## src/rtl/qr_sequencer.sv

```systemverilog
// qr_sequencer
//   Runs ITER back-to-back ChaCha20 quarter rounds on four captured words by
//   sequencing an external combinational half-step unit. Each quarter round
//   takes four half-steps, one per clock. The result is then offered over a
//   valid/ready handshake.
//
// Ports
//   clk, rst              clock (rising edge), async active-high reset
//   in_valid/in_ready     input handshake; in_a..in_d captured in IDLE only
//   out_valid/out_ready   result handshake; out_a..out_d valid while DONE
//   busy                  high in RUN and DONE
//   dp_x, dp_y, dp_z      half-step operands (sum = x + y, rot from z ^ sum)
//   dp_sht                rotate-amount code (0:16 1:20 2:24 3:25, rotate right)
//   dp_sum, dp_rot        half-step results, registered at the end of the step
//
// state | meaning
// ------+---------------------------------------------------------------
// IDLE  | waiting for input words, in_ready high
// RUN   | one half-step per cycle, step 0..3, repeated ITER times
// DONE  | result presented, held until out_ready

module qr_sequencer #(
  parameter int ITER = 1
) (
  input  logic        clk,
  input  logic        rst,
  input  logic        in_valid,
  output logic        in_ready,
  input  logic [31:0] in_a,
  input  logic [31:0] in_b,
  input  logic [31:0] in_c,
  input  logic [31:0] in_d,
  output logic        out_valid,
  input  logic        out_ready,
  output logic [31:0] out_a,
  output logic [31:0] out_b,
  output logic [31:0] out_c,
  output logic [31:0] out_d,
  output logic        busy,
  output logic [31:0] dp_x,
  output logic [31:0] dp_y,
  output logic [31:0] dp_z,
  output logic [1:0]  dp_sht,
  input  logic [31:0] dp_sum,
  input  logic [31:0] dp_rot
);

  typedef enum logic [1:0] {
    IDLE = 2'd0,
    RUN  = 2'd1,
    DONE = 2'd2
  } state_t;

  localparam logic [7:0] ITER_LAST = 8'(ITER - 1);

  state_t      state_q, state_d;
  logic [31:0] a_q, a_d, b_q, b_d, c_q, c_d, d_q, d_d;
  logic [1:0]  step_q, step_d;
  logic [7:0]  iter_q, iter_d;

  always_ff @(posedge clk or posedge rst) begin
    if (rst) begin
      state_q <= IDLE;
      a_q     <= '0;
      b_q     <= '0;
      c_q     <= '0;
      d_q     <= '0;
      step_q  <= '0;
      iter_q  <= '0;
    end else begin
      state_q <= state_d;
      a_q     <= a_d;
      b_q     <= b_d;
      c_q     <= c_d;
      d_q     <= d_d;
      step_q  <= step_d;
      iter_q  <= iter_d;
    end
  end

  always_comb begin
    state_d = state_q;
    a_d     = a_q;
    b_d     = b_q;
    c_d     = c_q;
    d_d     = d_q;
    step_d  = step_q;
    iter_d  = iter_q;
    dp_x    = '0;
    dp_y    = '0;
    dp_z    = '0;
    dp_sht  = '0;

    unique case (state_q)
      IDLE: begin
        if (in_valid) begin
          a_d     = in_a;
          b_d     = in_b;
          c_d     = in_c;
          d_d     = in_d;
          step_d  = '0;
          iter_d  = '0;
          state_d = RUN;
        end
      end

      RUN: begin
        dp_sht = step_q;
        // Even steps update the (A, D) pair, odd steps the (C, B) pair.
        if (!step_q[0]) begin
          dp_x = a_q;
          dp_y = b_q;
          dp_z = d_q;
          a_d  = dp_sum;
          d_d  = dp_rot;
        end else begin
          dp_x = c_q;
          dp_y = d_q;
          dp_z = b_q;
          c_d  = dp_sum;
          b_d  = dp_rot;
        end
        step_d = step_q + 2'd1;
        if (step_q == 2'd3) begin
          if (iter_q == ITER_LAST) begin
            state_d = DONE;
          end else begin
            iter_d = iter_q + 8'd1;
          end
        end
      end

      DONE: begin
        if (out_ready) begin
          state_d = IDLE;
        end
      end

      default: begin
        state_d = IDLE;
      end
    endcase
  end

  assign in_ready  = (state_q == IDLE);
  assign out_valid = (state_q == DONE);
  assign busy      = (state_q == RUN) || (state_q == DONE);
  assign out_a     = a_q;
  assign out_b     = b_q;
  assign out_c     = c_q;
  assign out_d     = d_q;

endmodule

```

## config.mk

```make
export PLATFORM = sky130hd
export DESIGN_NAME = qr_sequencer
export DESIGN_NICKNAME = d
export VERILOG_FILES = /design/src/rtl/qr_sequencer.sv
export SDC_FILE = /design/constraint.sdc
export NUM_CORES = 1
export LEC_CHECK = 0
export CORE_AREA = 4 4 163 165
export DETAILED_ROUTE_END_ITERATION = 12
export DIE_AREA = 0 0 167 169
export DONT_BUFFER_PORTS = 1
export PLACE_DENSITY_LB_ADDON = 0.25
export SETUP_SLACK_MARGIN = 0.02
export SYNTH_ARGS = -nofsm -noshare
export SYNTH_HDL_FRONTEND = slang
export SYNTH_SLANG_ARGS = --single-unit
```

## constraint.sdc

```tcl
create_clock -name clk -period 5.65 [get_ports clk]
set_input_delay 1.13 -clock clk [delete_from_list [all_inputs] [get_ports clk]]
set_output_delay 1.13 -clock clk [all_outputs]
set_load 0.01 [all_outputs]
```

==> metrics.yaml, run 1 <==
clock_tree:
  post_cts_buffers: 0
  postCtsHoldBufs: 0
  cts_buffers: 17
  clock_latency_ps: 410
  clock_sinks: 140
  cts_tree: "built"
  cts-htree-levels: 4
  cts.repair.resized: 0
  clk_pin_slew_ps: 60
  clockBufferDepth: 2
  cts-root-buf: "clkbuf_16"
place:
  place.port_buffers: 0
  gp_congestion: 0.896
  placed_cells: 1128
  dp_hpwl_um: 18400
yosys:
  synth_compound_area_frac: 0.117
  synth.most_common_cell: "nor2_1"
  syn_area_per_cell_um2: 9.72
  synthTopCellsByCount: "229 x nor2_1, 228 x mux2i_1, 140 x dfrtp_1"
  syn_area_um2: 8330
  synthArstFlopShare: 1.00
  synth_top_area_frac: 0.420
  synthMuxAreaShare: 0.278
  synth_cells: 857
  ys_seq_elements: 140
  synthAdderAreaFrac: 0.00901
  synth_fp_nets: 1059
  synth_flop_cell: "dfrtp_1"
  synthXorXnorAreaFrac: 0
  yosys-top-cells-area: "dfrtp_1 42%, mux2i_1 27%, nor2_1 10%"
  synth_edf_count: 0
  yosys.area_share.simple: 0.121
  synthDistinctLibCells: 34
  ys_seq_area_frac: 0.420
  synth_top_family_by_area: "multiplexers"
  yosys_warnings: 0
  synth_area_leader_cell: "dfrtp_1"
global_routing:
  grt_pass1_wl_um: 37000
  grt_max_degree: 98
  first_global_vias: 6075
  track_usage: 0.165
  antenna_found_initial: 2
  overflow: 0
timing:
  fmax_ghz: 0.244
  slew_violations: 0
  skew_ps: 11.1
  tightestPinTransition_ps: 1050
  holdWs_ps: 549
  fin_crit_ps: 4090
  slew_headroom: 0.300
  hold_viol: 0
  grt_setup_unrepaired: "no"
  tns_ps: 0
  setup_violations: 0
  fin_crit_sh: 0.724
detailed_routing:
  drc: 0
  wl_per_cell_um: 21.1
  ant_nets: 0
  viasPerCell: 5.26
  drt_wl_total_um: 24400
  first_iter_violations: 271
  via_count: 6104
  firstDrtPassIters: 5
floorplan:
  die_h_um: 169
  pin_count: 425
  fp.dieArea_um2: 28200
  core_um2: 25000
  start_util: 0.333
  row_count: 58
  die_w_um: 167
critical_path:
  endpoint_kind: "output port"
  critPathLaunch: "state_q[1]"
  start_kind: "flip-flop"
  crit_type: "reg -> out"
  endpoint: "dp_z[0]"
  arrival_ps: 2960
  reg2reg_slack_ps: 2610
  cp_max_fo: 67
  rr_startpoint: "state_q[1]"
  timing.rr.end: "iter_q[1]"
  worst-r2r-cell-count: 6
  worstPathRequired_ps: 4520
power:
  comb_power_share: 0.462
  seqPwrFrac: 0.362
  ir_worst_vdd_v: 0.000331
  p_int_mw: 3.38
  power_density_nw_per_um2: 732
  leakagePower_nw: 3.63
  p_sw_mw: 3.23
  clockPowerShare: 0.175
  switching_share: 0.489
run_status:
  status: "finished, final reports clean"
job:
  maxCapViolations: 0
cells_and_area:
  nFillCells: 2573
  syn2layout_area_growth_pct: 8.51
  stdcell_count: 1161
  utilization: 0.361
  layout.nets: 1019
  drive_above_1_share: 0.117
worst_hold_path:
  hp-class: "reg -> reg"
  whs_path_depth: 2
## kinds of logic (layout without fill, tap and decap cells)
group | count (synthesis) | after routing
fa+ha+maj | 6 | 6
compound gates | 149 | 149
flops | 140 | 140
simple gates | 256 | 256
other cells | 0 | 2
mux | 230 | 230
buf+inv | 76 | 48
## worst min path at each step
| stage | start | endpoint | slack, ps |
|---|---|---|---|
| floorplan | iter_q[7] | iter_q[7] | 490 |
| global placement | step_q[1] | step_q[1] | 520 |
| detailed placement | iter_q[7] | iter_q[7] | 530 |
| CTS | iter_q[7] | iter_q[7] | 540 |
| global route | step_q[1] | step_q[1] | 570 |
| finish | step_q[1] | step_q[1] | 550 |
## registers in the layout, indices dropped and copies added, names as in the netlist
signal and flops:
step_q 2, out_c 32, state_q 2, out_b 32, out_d 32, out_a 32
iter_q 8
## power groups by stage
stage / Combinational [mW] / Clock [mW] / Sequential (mW)
2_1_floorplan: 2.82 / 0 / 2.09
3_3_place_gp: 3.04 / 0 / 2.42
3_5_place_dp: 3.10 / 0 / 2.42
4_1_cts: 3.10 / 1.20 / 2.41
5_1_grt: 3.42 / 1.25 / 2.48
6_report: 3.06 / 1.16 / 2.40
## routing by layer
layer	part of all wire	GRT usage	vias up	wire [um]
li1	-	-	2886	-
met1	0.40	0.207	2876	9740
met2	0.50	0.276	315	12100
met3	0.080	0.0472	27	1960
met4	0.025	0.0537	0	612
met5	0	0	-	0
## placed cells by master (no fill, tap or decap), types with 3 or more instances in the layout
| cell type | netlist | layout |
|---|---|---|
| clkbuf_16 | 0 | 17 |
| ha_1 | 6 | 5 |
| bufinv_16 | 0 | 3 |
| nor3_1 | 5 | 5 |
| clkinvlp_4 | 0 | 4 |
| a21oi_2 | 51 | 50 |
| o21ai_0 | 7 | 7 |
| inv_1 | 8 | 6 |
| a21oi_1 | 80 | 80 |
| inv_6 | 0 | 5 |
| nand4_1 | 5 | 5 |
| dfrtp_1 | 140 | 139 |
| nand2_1 | 8 | 8 |
| nor2_1 | 229 | 229 |
| mux2i_1 | 228 | 228 |
| buf_4 | 20 | 8 |
## through the flow
stage | setup slack (ps) | cell area, um2 | power [mW]
floorplan | 767 | 8330 | 4.92
global placement | 2000 | 8440 | 5.45
detailed placement | 1970 | 8440 | 5.52
CTS | 1520 | 9040 | 6.71
global route | 1280 | 9040 | 7.15
finish | 1560 | 9040 | 6.62
## layout make-up
| class | count | area, um2 | area share |
|---|---|---|---|
| clock inverters | 12 | 160 | 0.0177 |
| repair buffers | 9 | 80.1 | 0.00885 |
| diodes | 2 | 5.00 | 0.000553 |
| flip-flops and latches | 140 | 3510 | 0.388 |
| clock buffers | 19 | 443 | 0.0490 |
| multi-input cells | 641 | 4400 | 0.486 |
| well taps | 330 | 413 | 0.0457 |
| inverters | 8 | 36.3 | 0.00401 |
## worst max-delay path, cell delays in order (launching register included)
cell and delay (ps):
dfrtp_1 380, inv_1 120, ha_4 330, clkinv_2 840
buf_4 580, nor2_1 270
Note: power is estimated with default switching activity, not from simulation.
==> inputs of run 2 (changes only) <==
==> constraint.sdc (replaced) <==
create_clock -name clk -period 3.7 [get_ports clk]
set_input_delay 0.74 -clock clk [delete_from_list [all_inputs] [get_ports clk]]
set_output_delay 0.74 -clock clk [all_outputs]
set_load 0.01 [all_outputs]
==> run 2 against run 1 <==
Against the previous run:
- largest cell class unchanged
- highest routed layer unchanged
- final cell count about the same
- clock-buffer cell count unchanged
- wire length grew 3.6%
- clock power rose by 50%
==> metrics.yaml, run 2 (synthesis gave the netlist of run 1 again) <==
run_status:
  status: "finished, final reports clean"
timing:
  tns_ps: 0
  fin_crit_ps: 3020
  fmax_ghz: 0.331
  setup_violations: 0
  tightestPinTransition_ps: 970
  fin_crit_sh: 0.816
  skew_ps: 10.4
  slew_violations: 0
  fin_ws_ps: 680
  slew_headroom: 0.354
  hold_viol: 0
  grt_setup_unrepaired: "no"
place:
  dp_hpwl_um: 18700
  gp_congestion: 0.927
  place_ws_ps: 843
  place.port_buffers: 0
clock_tree:
  clock_sinks: 140
  clk_pin_slew_ps: 60
  clock_latency_ps: 420
  cts.repair.resized: 0
  cts_tree: "built"
  post_cts_buffers: 0
  cts_buffers: 17
  postCtsHoldBufs: 0
  cts-root-buf: "clkbuf_16"
  clockBufferDepth: 2
  cts-htree-levels: 4
critical_path:
  crit_type: "reg -> out"
  crit_buf_inv: 3
  cp_top_family: "buffers and inverters"
  max_stage_delay_ps: 460
  arrival_ps: 2280
  start_kind: "flip-flop"
  endpoint_kind: "output port"
  worstPathCellList: "inv_1 -> ha_4 -> clkinv_2 -> buf_4 -> nor2_1"
  worstPathRequired_ps: 2960
  critPathSlowestCell: "buf_4"
  cp_max_fo: 39
floorplan:
  pin_count: 425
  die_w_um: 167
  core_um2: 25000
  die_h_um: 169
  fp.dieArea_um2: 28200
  start_util: 0.333
  row_count: 58
global_routing:
  track_usage: 0.171
  grt_pass1_wl_um: 37800
  first_global_vias: 6109
  overflow: 0
  grt_max_degree: 141
  antenna_found_initial: 0
power:
  ir_worst_vdd_v: 0.000660
  switching_share: 0.493
  clockPowerShare: 0.172
  seqPwrFrac: 0.359
  p_sw_mw: 5.00
  totalPowerFinal_mw: 10.1
  p_int_mw: 5.14
  comb_power_share: 0.469
  power_density_nw_per_um2: 1120
  leakagePower_nw: 3.66
detailed_routing:
  via_count: 6096
  firstDrtPassIters: 5
  drc: 0
  first_iter_violations: 389
  wl_per_cell_um: 21.8
  ant_nets: 0
  viasPerCell: 5.25
  drt_wl_total_um: 25300
cells_and_area:
  drive_above_1_share: 0.120
  syn2layout_area_growth_pct: 9.01
  final_cell_mix: "229 x nor2_1, 228 x mux2i_1, 139 x dfrtp_1"
  layout.nets: 1021
  nFillCells: 2580
  layout_commonest_cell: "nor2_1"
  diodes: 0
worst_hold_path:
  hp-class: "in -> async"
job:
  maxCapViolations: 0
[run 2: changes by cell type in the layout (fill, tap and decap cells not counted)]
cell,previous run,this run
inv_8,0,1
diode_2,2,0
clkinv_4,0,5
buf_4,8,7
clkinvlp_4,4,1
bufinv_16,3,2
inv_6,5,4
buf_12,1,4
[run 2: final timing paths]
kind                            cells past startpoint  startpoint        end  slack, ps
max in group asynchronous                           2         rst  out_d[19]       2700
worst max-delay path                                5  state_q[1]   dp_x[29]        680
worst max register to register                      8  state_q[1]   out_c[4]        850
worst min register to register                      2   iter_q[7]  iter_q[7]        550
min in group clk                                    2    in_valid  step_q[1]        510
worst min-delay path                                2         rst  out_c[26]        410
[run 2: per-stage QoR]
stage | area [um2] | util | hold slack [ps] | std cells
final | 9080 | 0.363 | 412 | 1162
after global routing | 9080 | 0.363 | 492 | 1162
after CTS | 9080 | 0.363 | 457 | 1162
after detailed placement | 8490 | 0.339 | 540 | 1130
after global placement | 8490 | 0.339 | 530 | 1130
after floorplan | 8340 | - | 493 | 857
[run 2: area by class of cell]
class                      instances  area (um2)  area share
timing repair buffer              11         133      0.0146
inverter                           8        35.0     0.00386
clock buffer                      19         443      0.0488
sequential                       140        3510       0.386
clock inverter                    13         155      0.0171
multi-input combinational        641        4400       0.484
tap                              330         413      0.0454
[run 2: power by group through the flow]
stage               combinational (mW)  sequential [mW]  clock [mW]
global route                      5.30             3.77        1.88
CTS                               4.82             3.67        1.80
finish                            4.75             3.64        1.74
floorplan                         4.31             3.20           0
global placement                  4.71             3.68           0
detailed placement                4.81             3.69           0
[run 2: per-layer routing]
layer	global-route usage	routed length, um	vias up
met1	0.204	9940	2878
met4	0.0626	676	0
met2	0.292	12700	309
met5	0	0	-
met3	0.0516	2000	29
li1	-	-	2880
